## src/rtl/vga_timing_pkg.sv

```systemverilog
// Default VGA 640x480@60 Hz timing constants and the pixel coordinate type shared with the renderer.
package vga_timing_pkg;

  localparam int unsigned H_DISP_DEF = 640;
  localparam int unsigned H_FP_DEF   = 16;
  localparam int unsigned H_SYNC_DEF = 96;
  localparam int unsigned H_BP_DEF   = 48;
  localparam int unsigned V_DISP_DEF = 480;
  localparam int unsigned V_FP_DEF   = 10;
  localparam int unsigned V_SYNC_DEF = 2;
  localparam int unsigned V_BP_DEF   = 33;

  localparam int unsigned H_TOTAL_DEF = H_DISP_DEF + H_FP_DEF + H_SYNC_DEF + H_BP_DEF;
  localparam int unsigned V_TOTAL_DEF = V_DISP_DEF + V_FP_DEF + V_SYNC_DEF + V_BP_DEF;

  localparam int unsigned CNT_W_DEF = 10;

  typedef logic [CNT_W_DEF-1:0] pixel_coord_t;

endpackage

```

## src/rtl/pixel_tick_gen.sv

```systemverilog
// Clock divider producing a registered one-clk pixel strobe every DIV system clocks.
module pixel_tick_gen #(
  parameter int unsigned DIV = 2
) (
  input  logic i_clk,
  input  logic i_reset,
  output logic o_p_tick
);

  localparam int unsigned DivW = (DIV > 1) ? $clog2(DIV) : 1;
  localparam logic [DivW-1:0] DivMax = DivW'(DIV - 1);

  if (DIV < 1) begin : g_bad_div
    $error("pixel_tick_gen: DIV must be >= 1");
  end

  logic [DivW-1:0] r_div;
  logic [DivW-1:0] w_div_next;
  logic            r_p_tick;

  always_comb begin
    w_div_next = (r_div == DivMax) ? '0 : r_div + DivW'(1);
  end

  // Strobe is registered from the next divider value so it lines up with divider==DIV-1.
  always_ff @(posedge i_clk) begin
    if (!i_reset) begin
      r_div    <= '0;
      r_p_tick <= 1'b0;
    end else begin
      r_div    <= w_div_next;
      r_p_tick <= (w_div_next == DivMax);
    end
  end

  assign o_p_tick = r_p_tick;

endmodule

```

## src/rtl/vga_sync_gen.sv

```systemverilog
// VGA raster timing: pixel counters, registered active-low syncs, blanking and frame strobes.
// Build option: define VGA_SYNC_FRAME_CNT_EN to enable the 8-bit frame counter on o_frame_cnt.
module vga_sync_gen
  import vga_timing_pkg::*;
#(
  parameter int unsigned DIV    = 2,
  parameter int unsigned H_DISP = H_DISP_DEF,
  parameter int unsigned H_FP   = H_FP_DEF,
  parameter int unsigned H_SYNC = H_SYNC_DEF,
  parameter int unsigned H_BP   = H_BP_DEF,
  parameter int unsigned V_DISP = V_DISP_DEF,
  parameter int unsigned V_FP   = V_FP_DEF,
  parameter int unsigned V_SYNC = V_SYNC_DEF,
  parameter int unsigned V_BP   = V_BP_DEF,
  parameter int unsigned CNT_W  = CNT_W_DEF
) (
  input  logic             i_clk,
  input  logic             i_reset,
  output logic             o_hsync,
  output logic             o_vsync,
  output logic             o_video_on,
  output logic             o_p_tick,
  output logic             o_frame_tick,
  output logic [CNT_W-1:0] o_pixel_x,
  output logic [CNT_W-1:0] o_pixel_y,
  output logic [7:0]       o_frame_cnt
);

  localparam int unsigned H_TOTAL = H_DISP + H_FP + H_SYNC + H_BP;
  localparam int unsigned V_TOTAL = V_DISP + V_FP + V_SYNC + V_BP;

  if ((H_TOTAL > (1 << CNT_W)) || (V_TOTAL > (1 << CNT_W))) begin : g_bad_cnt_w
    $error("vga_sync_gen: H_TOTAL/V_TOTAL exceed 2**CNT_W");
  end

  localparam logic [CNT_W-1:0] HMax      = CNT_W'(H_TOTAL - 1);
  localparam logic [CNT_W-1:0] VMax      = CNT_W'(V_TOTAL - 1);
  localparam logic [CNT_W-1:0] HDisp     = CNT_W'(H_DISP);
  localparam logic [CNT_W-1:0] VDisp     = CNT_W'(V_DISP);
  localparam logic [CNT_W-1:0] HSyncBeg  = CNT_W'(H_DISP + H_FP);
  localparam logic [CNT_W-1:0] HSyncEnd  = CNT_W'(H_DISP + H_FP + H_SYNC - 1);
  localparam logic [CNT_W-1:0] VSyncBeg  = CNT_W'(V_DISP + V_FP);
  localparam logic [CNT_W-1:0] VSyncEnd  = CNT_W'(V_DISP + V_FP + V_SYNC - 1);

  logic             w_p_tick;
  logic             w_x_wrap;
  logic             w_y_wrap;
  logic             w_frame_tick;
  logic [CNT_W-1:0] w_x_next;
  logic [CNT_W-1:0] w_y_next;
  logic [CNT_W-1:0] r_x;
  logic [CNT_W-1:0] r_y;
  logic             r_hsync;
  logic             r_vsync;
  logic             r_video_on;

  pixel_tick_gen #(
    .DIV(DIV)
  ) u_pixel_tick_gen (
    .i_clk   (i_clk),
    .i_reset (i_reset),
    .o_p_tick(w_p_tick)
  );

  always_comb begin
    w_x_wrap = (r_x == HMax);
    w_y_wrap = (r_y == VMax);
    w_x_next = r_x;
    w_y_next = r_y;
    if (w_p_tick) begin
      w_x_next = w_x_wrap ? '0 : r_x + CNT_W'(1);
      if (w_x_wrap) begin
        w_y_next = w_y_wrap ? '0 : r_y + CNT_W'(1);
      end
    end
  end

  // Sync/blank decode from next-state counters keeps them aligned with the registered coordinates.
  always_ff @(posedge i_clk) begin
    if (!i_reset) begin
      r_x        <= '0;
      r_y        <= '0;
      r_hsync    <= 1'b1;
      r_vsync    <= 1'b1;
      r_video_on <= 1'b1;
    end else begin
      r_x        <= w_x_next;
      r_y        <= w_y_next;
      r_hsync    <= !((w_x_next >= HSyncBeg) && (w_x_next <= HSyncEnd));
      r_vsync    <= !((w_y_next >= VSyncBeg) && (w_y_next <= VSyncEnd));
      r_video_on <= (w_x_next < HDisp) && (w_y_next < VDisp);
    end
  end

  assign w_frame_tick = w_p_tick && w_x_wrap && w_y_wrap;

`ifdef VGA_SYNC_FRAME_CNT_EN
  logic [7:0] r_frame_cnt;

  always_ff @(posedge i_clk) begin
    if (!i_reset) begin
      r_frame_cnt <= 8'd0;
    end else if (w_frame_tick) begin
      r_frame_cnt <= r_frame_cnt + 8'd1;
    end
  end

  assign o_frame_cnt = r_frame_cnt;
`else
  assign o_frame_cnt = 8'd0;
`endif

  assign o_hsync      = r_hsync;
  assign o_vsync      = r_vsync;
  assign o_video_on   = r_video_on;
  assign o_p_tick     = w_p_tick;
  assign o_frame_tick = w_frame_tick;
  assign o_pixel_x    = r_x;
  assign o_pixel_y    = r_y;

endmodule

```

## config.mk

```make
export PLATFORM = sky130hd
export DESIGN_NAME = vga_sync_gen
export DESIGN_NICKNAME = d
export VERILOG_FILES = /design/src/rtl/vga_timing_pkg.sv /design/src/rtl/pixel_tick_gen.sv /design/src/rtl/vga_sync_gen.sv
export SDC_FILE = /design/constraint.sdc
export NUM_CORES = 1
export LEC_CHECK = 0
export ABC_AREA = 1
export CORE_AREA = 2 2 61 63
export DETAILED_ROUTE_END_ITERATION = 10
export DIE_AREA = 0 0 63 65
export GPL_ROUTABILITY_DRIVEN = 0
export PLACE_DENSITY = 0.74
export SETUP_SLACK_MARGIN = 0.2
export SYNTH_ARGS = -nofsm -noshare
export SYNTH_HDL_FRONTEND = slang
export SYNTH_SLANG_ARGS = --single-unit
```

## constraint.sdc

```tcl
create_clock -name i_clk -period 1.5 [get_ports i_clk]
set_input_delay 0.3 -clock i_clk [delete_from_list [all_inputs] [get_ports i_clk]]
set_output_delay 0.3 -clock i_clk [all_outputs]
set_load 0.05 [all_outputs]
```

; ---- Yosys cells after proc, flatten, opt, wreduce, memory -nomap -nowiden
; Cells that the tools add are included.
[word_totals]
reg_bits = 24
inputBits = 2
output_inout_bits = 33
elab_cells = 31
[op_classes]
n_addsub = 3
n_lt_le_gt_ge = 6
n_eq_ne = 2
mux = 5
bitwise = 1
reduce_logical = 8
[op_table]
columns = op, count
row1 = two-way mux 10 bit, 5
row2 = adder 10 x 1 -> 10 bit (second input constant), 2
row3 = == test 10 bit (second input constant), 2
row4 = >= comparator 10 bit (second input constant), 1
row5 = >= comparator 10 x 9 -> 1 bit (second input constant), 1
row6 = less-or-equal comparator 10 bit (second input constant), 1
row7 = less-or-equal comparator 10 x 9 -> 1 bit (second input constant), 1
row8 = less-than comparator 10 bit (second input constant), 1
row9 = less-than comparator 10 x 9 -> 1 bit (second input constant), 1
row10 = logical AND 1 bit, 5
row11 = logical NOT 1 bit, 2
row12 = OR reduction 2 bit, 1
row13 = adder 1 bit (second input constant), 1
row14 = inverter 1 bit, 1

; ---- Depth between registers and ports, before layout
; Gate-level depths: netlist (run 1).
[logic_depth]
depth_word = 7
mapped_depth = 14
ltp_nobuf = 14

; ---- Cells and area by module
; Synthesis (run 1) repeated with hierarchy kept, for this count alone.
[hier_totals]
hier_cells = 203
hier_area_um2 = 1418.9
[by_module_without_submodules]
columns = module, instances, cells_each, area_each_um2, seq_area_each_um2
row1 = vga_sync_gen, 1, 200, 1388.8, 460.4
row2 = pixel_tick_gen, 1, 3, 30.0, 20.0

; ---- Worst setup path before layout (run 1)
; No wires, ideal clock.
[synth_timing]
path_type = register to register
start = register r_x[0], in the netlist o_pixel_x[0]
end = register r_vsync, in the netlist o_vsync
setup_time_ps = 113
arrival_time_ps = 1889
t_required_ps = 1387
path_slack_ps = -502
stages_incl_launch_ff = 13
path_buffers = 0
synth_period_minus_slack_ps = 2002
cell_sequence = dfxtp_1 ha_1 nand2_1 nor2_1 nand3_1 nor2_2 nand3_1 nand2_1 inv_1 nor2_1 nand3_1 nor2_1 nand2_1
[synth_between]
elab_chain_len = 6
word_cells_on_any_way = 7
cone_classes = order compare (2) / eq/ne (1) / mux (2) / reduce/logical (2)
[synth_lines]
columns = item, line
row1 = from (decl), vga_sync_gen.sv:51  ; logic [CNT_W-1:0] r_x;
row2 = from (signal assigned), vga_sync_gen.sv:87  ; r_x <= w_x_next;
row3 = == test 10 bit *, vga_sync_gen.sv:66  ; w_x_wrap = (r_x == HMax);
row4 = two-way mux 10 bit *, vga_sync_gen.sv:72  ; if (w_x_wrap) begin
row5 = two-way mux 10 bit *, vga_sync_gen.sv:70  ; if (w_p_tick) begin
row6 = >= comparator 10 x 9 -> 1 bit or less-or-equal comparator 10 x 9 -> 1 bit (tied branches), vga_sync_gen.sv:90  ; r_vsync <= !((w_y_next >= VSyncBeg) && (w_y_next <= VSyncEnd));
row7 = logical AND 1 bit *, vga_sync_gen.sv:90
row8 = logical NOT 1 bit *, vga_sync_gen.sv:90
row9 = to (signal assigned), vga_sync_gen.sv:90
row10 = to (decl), vga_sync_gen.sv:54  ; logic r_vsync;
; Every way passes the cells marked *; elsewhere a longest branch is shown, timed or not.
; A chain may end at the register's enable or synchronous reset.

; ---- Worst setup path in the final report (run 1)
[layout_timing]
start = register r_x[2], in the netlist o_pixel_x[2]
end = register r_video_on, in the netlist o_video_on
[layout_between]
elab_chain_len = 5
word_cells_on_any_way = 9
cone_classes = add/sub (1) / order compare (2) / eq/ne (1) / mux (4) / reduce/logical (1)
[layout_lines]
columns = item, line
row1 = adder 10 x 1 -> 10 bit or == test 10 bit (tied branches), "vga_sync_gen.sv:71, vga_sync_gen.sv:66"
row2 = two-way mux 10 bit (on tied branches), "vga_sync_gen.sv:71, vga_sync_gen.sv:72"
row3 = two-way mux 10 bit, vga_sync_gen.sv:70
row4 = less-than comparator 10 bit or less-than comparator 10 x 9 -> 1 bit (tied branches), vga_sync_gen.sv:91  ; r_video_on <= (w_x_next < HDisp) && (w_y_next < VDisp);
row5 = logical AND 1 bit *, vga_sync_gen.sv:91
row6 = to (signal assigned), vga_sync_gen.sv:91
row7 = to (decl), vga_sync_gen.sv:55  ; logic r_video_on;
; Marked as above.

==> metrics.csv, run 1 <==
stage;metric;value;unit
placement;port_buffers;26;
placement;place_hpwl;3.30;mm
outcome;violations;setup timing;
floorplanning;pin_count;35;
sta;rsz0062_at_grt;yes;
global_route;grtUsageTotal;0.317;
logic_synthesis;netlist_area;1490;µm²
setup_path;start_kind;flip-flop;
setup_path;crit_chain;buf_6 > buf_4 > nand3_4 > inv_1 > nand3_2 > nor2_1 > nand2_1 > nand2_2 > nor2_2 > nand3_1 > nand3_1 > nor2_1;
floorplanning;dieArea;4100;µm²
logic_synthesis;synth_top_area_frac;0.322;
logic_synthesis;synth-seq-cells;24;
layout;fin_util;0.944;
logic_synthesis;yosys.cell_types.count;26;
logic_synthesis;synthTopCellsByArea;dfxtp_1 (32%), nand2_1 (18%), nor2_1 (11%);
outcome;status;finished, violations left;
setup_path;r2r.worst_path.cells;12;
logic_synthesis;synthFlopType;dfxtp_1;
clock_network;clock_tree.buffer_depth;2;
power_and_ir_drop;p_per_area;370;nW/µm²
drt;drc;0;
hold_path;whs_path_depth;2;
floorplanning;die_h;65;µm
clock_network;path_clk_slew;0.15;ns
sta;max_freq;497;MHz
sta;final-hold-violation-count;0;
sta;setup_viol;22;
sta;min_period;2.01;ns
clock_network;cts_tree;built;
sta;fin_ws;-0.511;ns
layout;area_growth;121;%
power_and_ir_drop;p_leak;1.53;nW
clock_network;clock-sinks;24;
clock_network;holdBufCountCts;0;
drt;wl_per_cell;23.6;µm
setup_path;cp.arrival;2.30;ns
drt;vias;2451;
logic_synthesis;synth-edff-count;0;
drt;routed_wl;9.49;mm
global_route;grt_pass1_vias;2085;
layout;final_nets;361;
logic_synthesis;async_reset_ff_frac;0;
drt;antenna_left;0;
layout;instances_no_fill;403;
global_route;grt_remaining_overflow;0;
run;max_cap_violations;0;
sta;post-route-period-util;1.34;
hold_path;hp-class;flip-flop to flip-flop;
clock_network;cts_root_buffer;clkbuf_4;
global_route;grt_max_degree;14;
setup_path;slowest_stage;dfxtp_4;
logic_synthesis;synth_area_leader_cell;dfxtp_1;
drt;dr.first_iter.drc_count;278;
global_route;grt_pass1_wl;10.0;mm
layout;diodes;0;
layout;layout-drive-gt1-share;0.651;
floorplanning;initial_core_util;0.427;
global_route;antenna_found_initial;0;
setup_path;cp.required;1.79;ns
placement;place_inst;366;
sta;skew;0.00457;ns
placement;dpl_worst_slack;-0.213;ns
clock_network;cts_buffers;3;
sta;holdWs;0.647;ns
floorplanning;core-area;3500;µm²
setup_path;critPathKind;flip-flop to flip-flop;
setup_path;cpPeakStageDelay;0.39;ns
drt;drt_first_pass_iters;6;
power_and_ir_drop;ir_drop;0.387;mV
floorplanning;die_w;63;µm
setup_path;end_kind;flip-flop;
logic_synthesis;syn_inst;244;
logic_synthesis;ys_seq_area_frac;0.322;
logic_synthesis;avgSynthCellArea;6.12;µm²
floorplanning;fp-row-count;22;
logic_synthesis;ys_warn_count;0;
clock_network;clock_latency;0.35;ns
clock_network;htree_levels;1;
sta;maxSlewViolCount;0;
setup_path;path_max_fanout;6;
drt;vias_per_cell;6.08;
critical path: cells and delay by family (launching register included):
kind / cells / cell delay, ns
simple gates: 9 / 1.14
buf+inv: 3 / 0.40
flops: 1 / 0.39
state kept, by name, indices dropped and copies added (netlist names):
name / count
o_video_on: 1
o_pixel_x: 10
o_vsync: 1
u_pixel_tick_gen.o_p_tick: 1
o_pixel_y: 10
o_hsync: 1
cell usage in the layout (no fill, tap or decap), types with 8 or more instances in the layout:
master and count:
inv_2 10, buf_4 47, dfxtp_4 15, buf_12 25, nand2_2 22, nor2_1 23, conb_1 8, nand2_1 45
inv_1 22, nor2_4 16, nand3_1 10, nor2_2 11, buf_6 36
logic make-up after synthesis:
logic type               after synthesis  share of synthesized area
buffers and inverters                 47                      0.138
other                                  1                    0.00251
XOR/XNOR                               3                     0.0176
AO/OA/AOI/OAI                         14                     0.0511
AND/OR/NAND/NOR                      152                      0.444
flip-flops                            24                      0.322
adder cells (fa/ha/maj)                3                     0.0251
per-stage QoR:
stage | TNS, ns | total power [W] | instance area (µm²)
after global routing | -5.78 | 0.00123 | 3300
after CTS | -0.834 | 0.00115 | 2920
after detailed placement | -0.919 | 0.000829 | 2500
after floorplan | -0.242 | 0.000772 | 1620
final | -4.86 | 0.00122 | 3300
after global placement | -0.483 | 0.000825 | 2500
area by class of cell:
type                            instances  area (µm²)
Inverter                               38         160
Tap cell                               48        60.1
Multi-Input combinational cell        180        1240
Sequential cell                        24         544
Timing Repair Buffer                  109        1270
Fill cell                             108         196
Clock buffer                            4        26.3
cells in the mapped netlist (3+ instances only):
| cell | number |
|---|---|
| inv_1 | 36 |
| dfxtp_1 | 24 |
| nor2_1 | 43 |
| o21ai_0 | 6 |
| nand4_1 | 3 |
| nand3_1 | 20 |
| buf_4 | 8 |
| ha_1 | 3 |
| a21oi_1 | 4 |
| nor2_2 | 6 |
| nand2_1 | 71 |
path summary, 6_finish.rpt:
path | from | slack [ns] | end
setup / recovery | o_pixel_x[2]$_SDFF_PN0_ | -0.51 | o_video_on$_SDFF_PN1_
hold / removal | u_pixel_tick_gen.o_p_tick$_SDFF_PP0_ | 0.65 | o_pixel_y[8]$_SDFF_PN0_
setup reg to reg | o_pixel_x[2]$_SDFF_PN0_ | -0.51 | o_video_on$_SDFF_PN1_
hold reg to reg | u_pixel_tick_gen.o_p_tick$_SDFF_PP0_ | 0.65 | o_pixel_y[8]$_SDFF_PN0_
metal layers:
metal  routed length, µm  vias up  GRT usage
met1                3300     1151      0.384
met5                   0        -          0
met4                 798        0      0.153
met2                4420      243      0.547
li1                    -      959          -
met3                 978       98     0.0486
power breakdown:
group	internal [W]	switching (W)	total (W)	leakage, nW
registers	0.000624	0.0000163	0.000640	0.209
clock network	0.000105	0.000231	0.000336	0.0150
logic	0.0000992	0.000146	0.000245	1.30
total	0.000828	0.000393	0.00122	1.53
repair_timing:
item	CTS	global route
pin swaps	18	44
gates resized for setup	61	86
setup buffers	21	12
setup endpoints to repair	21	38
(Power assumes the default switching activity.)
==> inputs of run 2 (changes only) <==
Settings changed: CORE_AREA 2 2 61 63 to 2 2 44 86, CTS_BUF_LIST from default to sky130_fd_sc_hd__clkbuf_8, DIE_AREA 0 0 63 65 to 0 0 46 88, PLACE_DENSITY 0.74 to 0.75.
==> run 2 against run 1 <==
Effect of this change:
- the run still ends with setup timing left
- combinational power shrank 3%
- first-iteration DRC count shrank 17%
- total power grew 10%
- register-to-register slack lost 0.20 ns
- fmax shrank 8.9%
- critical path type unchanged
- critical endpoint is now o_vsync$_SDFF_PN1_
- highest routed layer unchanged
==> metrics.csv, run 2 (synthesis gave the netlist of run 1 again) <==
stage;metric;value;unit;change
outcome;violations;setup timing;;
setup_path;end_kind;flip-flop;;
global_route;grtUsageTotal;0.338;;+0.0213
setup_path;critPathKind;flip-flop to flip-flop;;
power_and_ir_drop;fin_total_pwr;0.00135;W;+10%
clock_network;clock-sinks;24;;unchanged
setup_path;cp.arrival;2.38;ns;+0.08 ns
clock_network;holdBufCountCts;0;;unchanged
sta;final-hold-violation-count;0;;unchanged
sta;skew;0.00538;ns;+0.000810 ns
floorplanning;core-area;3380;µm²;-3.4%
setup_path;path_max_fanout;3;;-3
setup_path;start_kind;flip-flop;;
setup_path;cp.required;1.68;ns;-0.11 ns
layout;final_nets;361;;unchanged
clock_network;cts_buffers;3;;unchanged
floorplanning;initial_core_util;0.442;;+0.0149
placement;place_hpwl;3.89;mm;+18%
sta;maxSlewViolCount;0;;unchanged
floorplanning;dieArea;4050;µm²;-1.1%
sta;max_freq;453;MHz;-8.9%
floorplanning;die_w;46;µm;-27%
clock_network;clock_latency;0.28;ns;-0.07 ns
drt;dr.first_iter.drc_count;231;;-17%
global_route;grt_remaining_overflow;0;;unchanged
drt;wl_per_cell;25.8;µm;+9.6%
sta;min_period;2.21;ns;+0.196 ns
drt;drc;0;;unchanged
drt;antenna_left;0;;unchanged
floorplanning;fp-row-count;30;;+36%
placement;port_buffers;26;;unchanged
floorplanning;pin_count;35;;unchanged
power_and_ir_drop;ir_drop;0.480;mV;+24%
layout;layout_commonest_cell;buf_4;;
layout;area_growth;118;%;
sta;setup_viol;21;;-4.5%
layout;layout-drive-gt1-share;0.648;;-0.00282
drt;drt_first_pass_iters;5;;-1
layout;final_cell_mix;buf_4 (59), nand2_1 (49), buf_12 (25);;
global_route;grt_max_degree;14;;unchanged
power_and_ir_drop;p_leak;1.56;nW;+2.3%
placement;dpl_worst_slack;-0.207;ns;+0.00585 ns
placement;place_inst;356;;-2.7%
sta;fin_ws;-0.707;ns;-0.196 ns
clock_network;cts_tree;built;;
global_route;antenna_found_initial;0;;unchanged
power_and_ir_drop;p_per_area;415;nW/µm²;+12%
sta;setup_tns;-5.41;ns;-0.557 ns
clock_network;htree_levels;1;;unchanged
clock_network;cts_root_buffer;clkbuf_8;;
drt;vias;2436;;-0.61%
floorplanning;die_h;88;µm;+35%
layout;diodes;0;;unchanged
run;max_cap_violations;0;;unchanged
global_route;grt_pass1_vias;2195;;+5.3%
drt;routed_wl;9.99;mm;+5.2%
layout;instances_no_fill;387;;-4.0%
sta;post-route-period-util;1.47;;+0.131
clock_network;clock_tree.buffer_depth;2;;unchanged
outcome;status;finished, violations left;;
drt;vias_per_cell;6.29;;+3.5%
sta;rsz0062_at_grt;yes;;
clock_network;path_clk_slew;0.09;ns;-0.06 ns
hold_path;hp-class;flip-flop to flip-flop;;
global_route;grt_pass1_wl;9.96;mm;-0.62%
[run 2: area by class of cell]
type / instances / area [µm²]
Clock buffer: 4 / 55.1
Fill cell: 66 / 128
Inverter: 38 / 163
Multi-Input combinational cell: 180 / 1230
Sequential cell: 24 / 542
Tap cell: 32 / 40.0
Timing Repair Buffer: 109 / 1220
[run 2: path summary, 6_finish.rpt]
path | endpoint | cells after the start | startpoint | slack, ns
worst min register to register | o_pixel_y[3]$_SDFF_PN0_ | 2 | o_pixel_y[3]$_SDFF_PN0_ | 0.64
worst max register to register | o_vsync$_SDFF_PN1_ | 14 | o_pixel_x[1]$_SDFF_PN0_ | -0.71
worst min-delay path | o_pixel_y[3]$_SDFF_PN0_ | 2 | o_pixel_y[3]$_SDFF_PN0_ | 0.64
worst max-delay path | o_vsync$_SDFF_PN1_ | 14 | o_pixel_x[1]$_SDFF_PN0_ | -0.71
[run 2: what timing repair did]
action / 4_1_cts / 5_1_grt
setup buffers: 12 / 15
setup endpoints to repair: 22 / 28
pin swaps: 21 / 39
resized for setup: 45 / 88
[run 2: layer usage]
layer / vias to the layer above / wire length (µm) / track usage / share of wire
met4: 0 / 1010 / 0.190 / 0.10
met5: - / 0 / 0 / 0
met3: 103 / 1020 / 0.0536 / 0.10
met1: 1127 / 3130 / 0.323 / 0.31
li1: 964 / - / - / -
met2: 242 / 4820 / 0.629 / 0.48
[run 2: stage by stage]
step           utilization  cell area (µm²)  hold slack (ns)
2_1_floorplan            -             1620            0.417
3_3_place_gp         0.749             2530            0.530
3_5_place_dp         0.749             2530            0.536
4_1_cts              0.838             2830            0.556
5_1_grt              0.962             3250            0.653
6_report             0.962             3250            0.642
[run 2: where the power goes]
group          switching, W  leakage, nW  internal, W  total (W)
clock              0.000234       0.0288     0.000236   0.000470
sequential        0.0000151        0.208     0.000625   0.000640
combinational      0.000144         1.32    0.0000943   0.000238
total              0.000393         1.56     0.000955    0.00135
[run 2: worst max-delay path, stage by stage (launching register included)]
cell and delay, ns:
dfxtp_4 0.38, ha_4 0.17, nand2_1 0.08, nor2_2 0.14
nand2_1 0.13, nor2_2 0.22, nand3_1 0.11, nand2_1 0.09
nand2_1 0.10, nand2_1 0.16, nand3_1 0.10, nand2_1 0.11
nand2_1 0.10, nand2_1 0.12, nand2_1 0.07
